===== src/rtl/xy_router_sync_if.sv =====
// xy_router_sync_if: five-port valid/ready flit bundle between a router and its neighbours.
interface xy_router_sync_if #(parameter int N = 32);
  logic [4:0]        in_valid;
  logic [4:0]        in_ready;
  logic [4:0][N-1:0] in_data;
  logic [4:0]        out_valid;
  logic [4:0]        out_ready;
  logic [4:0][N-1:0] out_data;
  modport master (output in_valid, in_data, out_ready, input in_ready, out_valid, out_data);
  modport slave (input in_valid, in_data, out_ready, output in_ready, out_valid, out_data);
endinterface


===== src/rtl/xy_router_sync.sv =====
// xy_router_sync: 5-port XY mesh router, per-input FIFOs, round-robin output arbiters, registered outputs.
module xy_router_sync #(
  parameter int N = 32,
  parameter int XW = 2,
  parameter int YW = 2,
  parameter int SRCX = 0,
  parameter int SRCY = 0,
  parameter int DEPTH = 4
) (
  input logic clk,
  input logic rst,
  xy_router_sync_if.slave bus
);
  localparam int AW = $clog2(DEPTH);
  logic [N-1:0] mem [5][DEPTH];
  logic [AW-1:0] rp [5];
  logic [AW-1:0] wp [5];
  logic [AW:0] cnt [5];
  logic [2:0] dir [5];
  logic [2:0] p [5];
  logic [2:0] g [5];
  logic [4:0] gv, ld, pop, push, rdy, ov;
  logic [4:0][N-1:0] od;
  assign bus.in_ready = rdy;
  assign bus.out_valid = ov;
  assign bus.out_data = od;
  assign push = bus.in_valid & rdy;
  always_comb begin
    logic [N-1:0] hd;
    logic [XW-1:0] hx;
    logic [YW-1:0] hy;
    hd = '0;
    hx = '0;
    hy = '0;
    for (int i = 0; i < 5; i++) begin
      rdy[i] = cnt[i] != (AW+1)'(DEPTH);
      hd = mem[i][rp[i]];
      hx = hd[N-1 -: XW];
      hy = hd[N-XW-1 -: YW];
      dir[i] = hx > XW'(SRCX) ? 3'd2 : hx < XW'(SRCX) ? 3'd4 :
               hy > YW'(SRCY) ? 3'd1 : hy < YW'(SRCY) ? 3'd3 : 3'd0;
    end
  end
  // Each output scans inputs from its pointer with wrap; an input routes to one output, so pops never collide.
  always_comb begin
    logic [3:0] s;
    logic [2:0] idx;
    s = '0;
    idx = '0;
    pop = '0;
    for (int o = 0; o < 5; o++) begin
      gv[o] = 1'b0;
      g[o] = '0;
      for (int k = 0; k < 5; k++) begin
        s = {1'b0, p[o]} + 4'(k);
        idx = s >= 4'd5 ? 3'(s - 4'd5) : 3'(s);
        if (!gv[o] && cnt[idx] != '0 && dir[idx] == 3'(o)) begin
          gv[o] = 1'b1;
          g[o] = idx;
        end
      end
      ld[o] = gv[o] && (!ov[o] || bus.out_ready[o]);
      for (int i = 0; i < 5; i++)
        if (ld[o] && g[o] == 3'(i)) pop[i] = 1'b1;
    end
  end
  always_ff @(posedge clk)
    for (int i = 0; i < 5; i++)
      if (push[i]) mem[i][wp[i]] <= bus.in_data[i];
  always_ff @(posedge clk) begin
    if (rst) begin
      for (int i = 0; i < 5; i++) begin
        rp[i] <= '0;
        wp[i] <= '0;
        cnt[i] <= '0;
        p[i] <= '0;
      end
      ov <= '0;
      od <= '0;
    end else begin
      for (int i = 0; i < 5; i++) begin
        if (push[i]) wp[i] <= wp[i] + 1'b1;
        if (pop[i]) rp[i] <= rp[i] + 1'b1;
        cnt[i] <= cnt[i] + (AW+1)'(push[i]) - (AW+1)'(pop[i]);
      end
      for (int o = 0; o < 5; o++) begin
        if (ld[o]) begin
          ov[o] <= 1'b1;
          od[o] <= mem[g[o]][rp[g[o]]];
          p[o] <= g[o] == 3'd4 ? 3'd0 : g[o] + 3'd1;
        end else if (bus.out_ready[o]) ov[o] <= 1'b0;
      end
    end
  end
endmodule


===== src/flat_wrapper.sv =====
// flat-port wrapper written by rule: the top's interface ports become plain ports
module xy_router_sync_flat 
#(
  parameter int N = 32,
  parameter int XW = 2,
  parameter int YW = 2,
  parameter int SRCX = 0,
  parameter int SRCY = 0,
  parameter int DEPTH = 4
)
  (clk, rst, bus_in_valid, bus_in_data, bus_out_ready, bus_in_ready, bus_out_valid, bus_out_data);
  xy_router_sync_if #(.N(N)) bus_i ();
  input logic clk;
  input logic rst;
  input wire logic [$bits(bus_i.in_valid)-1:0] bus_in_valid;
  input wire logic [$bits(bus_i.in_data)-1:0] bus_in_data;
  input wire logic [$bits(bus_i.out_ready)-1:0] bus_out_ready;
  output wire logic [$bits(bus_i.in_ready)-1:0] bus_in_ready;
  output wire logic [$bits(bus_i.out_valid)-1:0] bus_out_valid;
  output wire logic [$bits(bus_i.out_data)-1:0] bus_out_data;
  assign bus_i.in_valid = bus_in_valid;
  assign bus_i.in_data = bus_in_data;
  assign bus_i.out_ready = bus_out_ready;
  assign bus_in_ready = bus_i.in_ready;
  assign bus_out_valid = bus_i.out_valid;
  assign bus_out_data = bus_i.out_data;
  xy_router_sync #(.N(N), .XW(XW), .YW(YW), .SRCX(SRCX), .SRCY(SRCY), .DEPTH(DEPTH)) u_core (.clk(clk), .rst(rst), .bus(bus_i));
endmodule

===== config.mk =====
export PLATFORM = sky130hd
export DESIGN_NAME = xy_router_sync_flat
export DESIGN_NICKNAME = d
export VERILOG_FILES = /design/src/rtl/xy_router_sync_if.sv /design/src/rtl/xy_router_sync.sv /design/src/flat_wrapper.sv
export SDC_FILE = /design/constraint.sdc
export NUM_CORES = 2
export LEC_CHECK = 0
export BUFFER_PORTS_ARGS = -buffer_cell sky130_fd_sc_hd__clkbuf_2
export CAP_MARGIN = 40
export CORE_ASPECT_RATIO = 0.75
export CORE_MARGIN = 3
export CORE_UTILIZATION = 30
export CTS_CLUSTER_SIZE = 8
export DETAILED_ROUTE_END_ITERATION = 7
export PLACE_DENSITY_LB_ADDON = 0.12
export SYNTH_ARGS = -nofsm -noshare
export SYNTH_HDL_FRONTEND = slang
export SYNTH_SLANG_ARGS = --single-unit

===== constraint.sdc =====
create_clock -name clk -period 5.5 [get_ports clk]
set_input_delay 1.1 -clock clk [delete_from_list [all_inputs] [get_ports clk]]
set_output_delay 1.1 -clock clk [all_outputs]
set_load 0.005 [all_outputs]

==> impl_metrics.toml <==
[placed_design]
portBuffers = 307
hpwlAfterDp_um = 146000
routabilityCongestion = 0.892
place_inst = 6466

[timing]
relSlewSlack = 0.364
fmax_mhz = 186
finalSetupViolations = 0
fin_crit_ns = 5.37
hold_viol = 0
tightestPinTransition_ns = 0.947
fin_crit_sh = 0.976
slew_violations = 0
finalClockSkew_ns = 0.0542

[grt]
grt_usage = 0.272
grt_max_degree = 120
grt_pass1_vias = 37900
gr-total-overflow = 0
antenna_found_initial = 29
grt_pass1_wl_um = 310000

[finish]
mostFrequentLayoutCells = "669 x edfxtp_1, 531 x nand2_1, 507 x mux2i_1, 306 x clkbuf_2, 239 x buf_4"
n_fill_cell = 15100
drive_above_1_share = 0.226
final_common_cell = "edfxtp_1"
regArea_sq_mm = 0.0230
multi_input_comb_area_sq_mm = 0.0223
syn_to_final_growth_pct = 20.7
nNetsFinal = 4827
instances_no_fill = 6703

[run]
drv_cap = 0

[yosys]
synth_ff_type = "edfxtp_1"
netlist_instances = 4184
synth_seq_cells = 816
async_flop_share = 0
yosysSeqAreaShare = 0.493
synth_cell_types = 104
yosys_warnings = 0
synth_area_per_cell_sq_um = 11.2
synth_edf_count = 669
syn_area_sq_mm = 0.0467

[floorplanning]
row_count = 124
io_pins = 342
die_w_um = 462
start_util = 0.304
chipHeight_um = 348
core_sq_mm = 0.153
dieArea_sq_mm = 0.160

[critical_path]
critical_path_required_ns = 6.17
worstPathArrival_ns = 6.04
worstSetupPathType = "flip-flop to flip-flop"
critPathCaptureType = "flip-flop"
critPathMaxFanout = 28
crit_path_max_incr_delay_ns = 0.66
rrSetupSlack_ns = 0.13
worstPathCellList = "buf_4 -> nor4bb_2 -> nor4_2 -> buf_4 -> a211oi_2 -> a311oi_4 -> o32ai_4 -> buf_4 -> nor4_4 -> buf_4 -> and3b_1 -> o31a_4 -> buf_4 -> mux2i_1 -> nand2_1 -> a211o_1 -> o22ai_1"
cpMostUsedCell = "buf_4"
worst_path_max_delay_cell = "buf_4"
start_kind = "flip-flop"

[detailed_routing]
dr.pass1.iters = 8
wl_per_cell_um = 33.7
first_iter_violations = 5676
routed_wl_um = 226000
num_vias = 40100
ant_nets = 0
drc = 1
viasPerCell = 5.99

[clocking]
cts-root-buf = "clkbuf_16"
clk_latency_ns = 0.77
cts_tree = "built"
holdBufCountCts = 0
cts_sinks = 816
htreeDepth = 3
cts_buffer_depth = 3
cts_made_buffers = 113
path_clk_slew_ns = 0.06

[run_status]
violations = "design-rule violations"
status = "complete, but fails checks"

[min_path]
hp-class = "flip-flop to flip-flop"
## cell usage after synthesis, types with 13 or more instances
library cell / count / area share
nor4b_1: 14 / 0.0026
a21oi_1: 70 / 0.0075
inv_1: 74 / 0.0059
nand4_1: 23 / 0.0031
a221o_1: 54 / 0.012
nor4_1: 15 / 0.0020
nor3_1: 22 / 0.0024
and2_1: 23 / 0.0031
a222oi_1: 60 / 0.013
or2_2: 27 / 0.0036
ha_1: 63 / 0.017
mux4_2: 24 / 0.012
nand3_1: 106 / 0.011
and3_1: 105 / 0.014
a221oi_1: 81 / 0.015
o22ai_1: 75 / 0.010
dfxtp_1: 147 / 0.063
nor2b_1: 56 / 0.0075
clkbuf_1: 171 / 0.014
o221ai_1: 26 / 0.0049
o311ai_1: 14 / 0.0026
o21ai_1: 37 / 0.0040
buf_4: 56 / 0.0090
nor2_1: 170 / 0.014
mux2i_1: 508 / 0.11
o211ai_1: 101 / 0.016
o311ai_0: 28 / 0.0053
o21ai_0: 98 / 0.011
nand2_1: 536 / 0.043
a211o_1: 20 / 0.0038
buf_2: 113 / 0.012
a31o_2: 13 / 0.0024
nand2b_1: 24 / 0.0032
a211oi_1: 24 / 0.0039
buf_1: 19 / 0.0015
a31oi_1: 45 / 0.0060
edfxtp_1: 669 / 0.43
mux2_2: 122 / 0.029
mux2_1: 40 / 0.0096
a22oi_1: 56 / 0.0090
a311oi_1: 25 / 0.0047
xnor2_1: 25 / 0.0047
## state kept, by name, indices dropped and copies added (netlist names)
name	cells
u_core.wp	10
u_core.mem	640
u_core.rp	10
u_core.p	9
u_core.cnt	15
u_core.bus.out_valid	4
u_core.bus.out_data	128
## worst max-delay path: cells and delay by family, from the launching register on
| kind | cells | cell delay (ns) |
|---|---|---|
| compound gates | 6 | 1.62 |
| buf+inv | 5 | 1.50 |
| mux | 1 | 0.55 |
| flops | 1 | 0.55 |
| simple gates | 5 | 1.01 |
## routing by layer
layer  track usage  wire [um]  vias to the layer above
li1              -          -                    17000
met1         0.391      99800                    20200
met2         0.405      97300                     2464
met3        0.0563      20800                      430
met4        0.0963       7950                        2
met5             0         13                        -
## path summary, 6_finish.rpt
check                          start                       to  cells past startpoint
max                  u_core.rp[2][0]  u_core.bus.out_data[19]                     17
min          u_core.bus.out_data[63]  u_core.bus.out_data[63]                      1
max reg2reg          u_core.rp[2][0]  u_core.bus.out_data[19]                     17
min reg2reg  u_core.bus.out_data[63]  u_core.bus.out_data[63]                      1
## logic make-up (layout without fill, tap and decap cells)
logic type	after synthesis	count (layout)	synth area share
other	1	44	0.0000803
muxes	695	695	0.160
and+or+nand+nor	1187	1187	0.123
xor gates and xnor gates	31	31	0.00581
adders and majority gates	71	71	0.0203
AOI/OAI and AO/OA	939	939	0.154
DFF	816	816	0.493
buffers and inverters	444	904	0.0443
## layout make-up
class / count / share of cell area
Antenna cell: 11 / 0.000488
Clock buffer: 201 / 0.0577
Clock inverter: 6 / 0.00144
Inverter: 78 / 0.00528
Multi-Input combinational cell: 2956 / 0.396
Sequential cell: 816 / 0.409
Tap cell: 2016 / 0.0447
Timing Repair Buffer: 619 / 0.0858
## metrics by stage
stage / setup WS [ns] / setup TNS, ns / hold WS, ns / area, sq um / util
floorplan: 0.00417 / 0 / 0.455 / 46900 / -
global placement: -0.00236 / -0.00236 / 0.441 / 52200 / 0.340
detailed placement: -0.0449 / -0.150 / 0.446 / 52600 / 0.343
CTS: -0.0173 / -0.0173 / 0.462 / 55900 / 0.365
global route: -0.0397 / -0.0651 / 0.477 / 56400 / 0.367
finish: 0.132 / 0 / 0.454 / 56400 / 0.367
## timing repair
item / 4_1_cts / 5_1_grt
gates resized for setup: 2 / 53
gates cloned: 0 / 0
setup buffers: 1 / 18
endpoints found under the setup margin: 9 / 77
pin swaps: 1 / 18
Power is left out: the tool's default activity adds up to more than one toggle a clock period on the data nets, which glitch-free logic cannot reach.
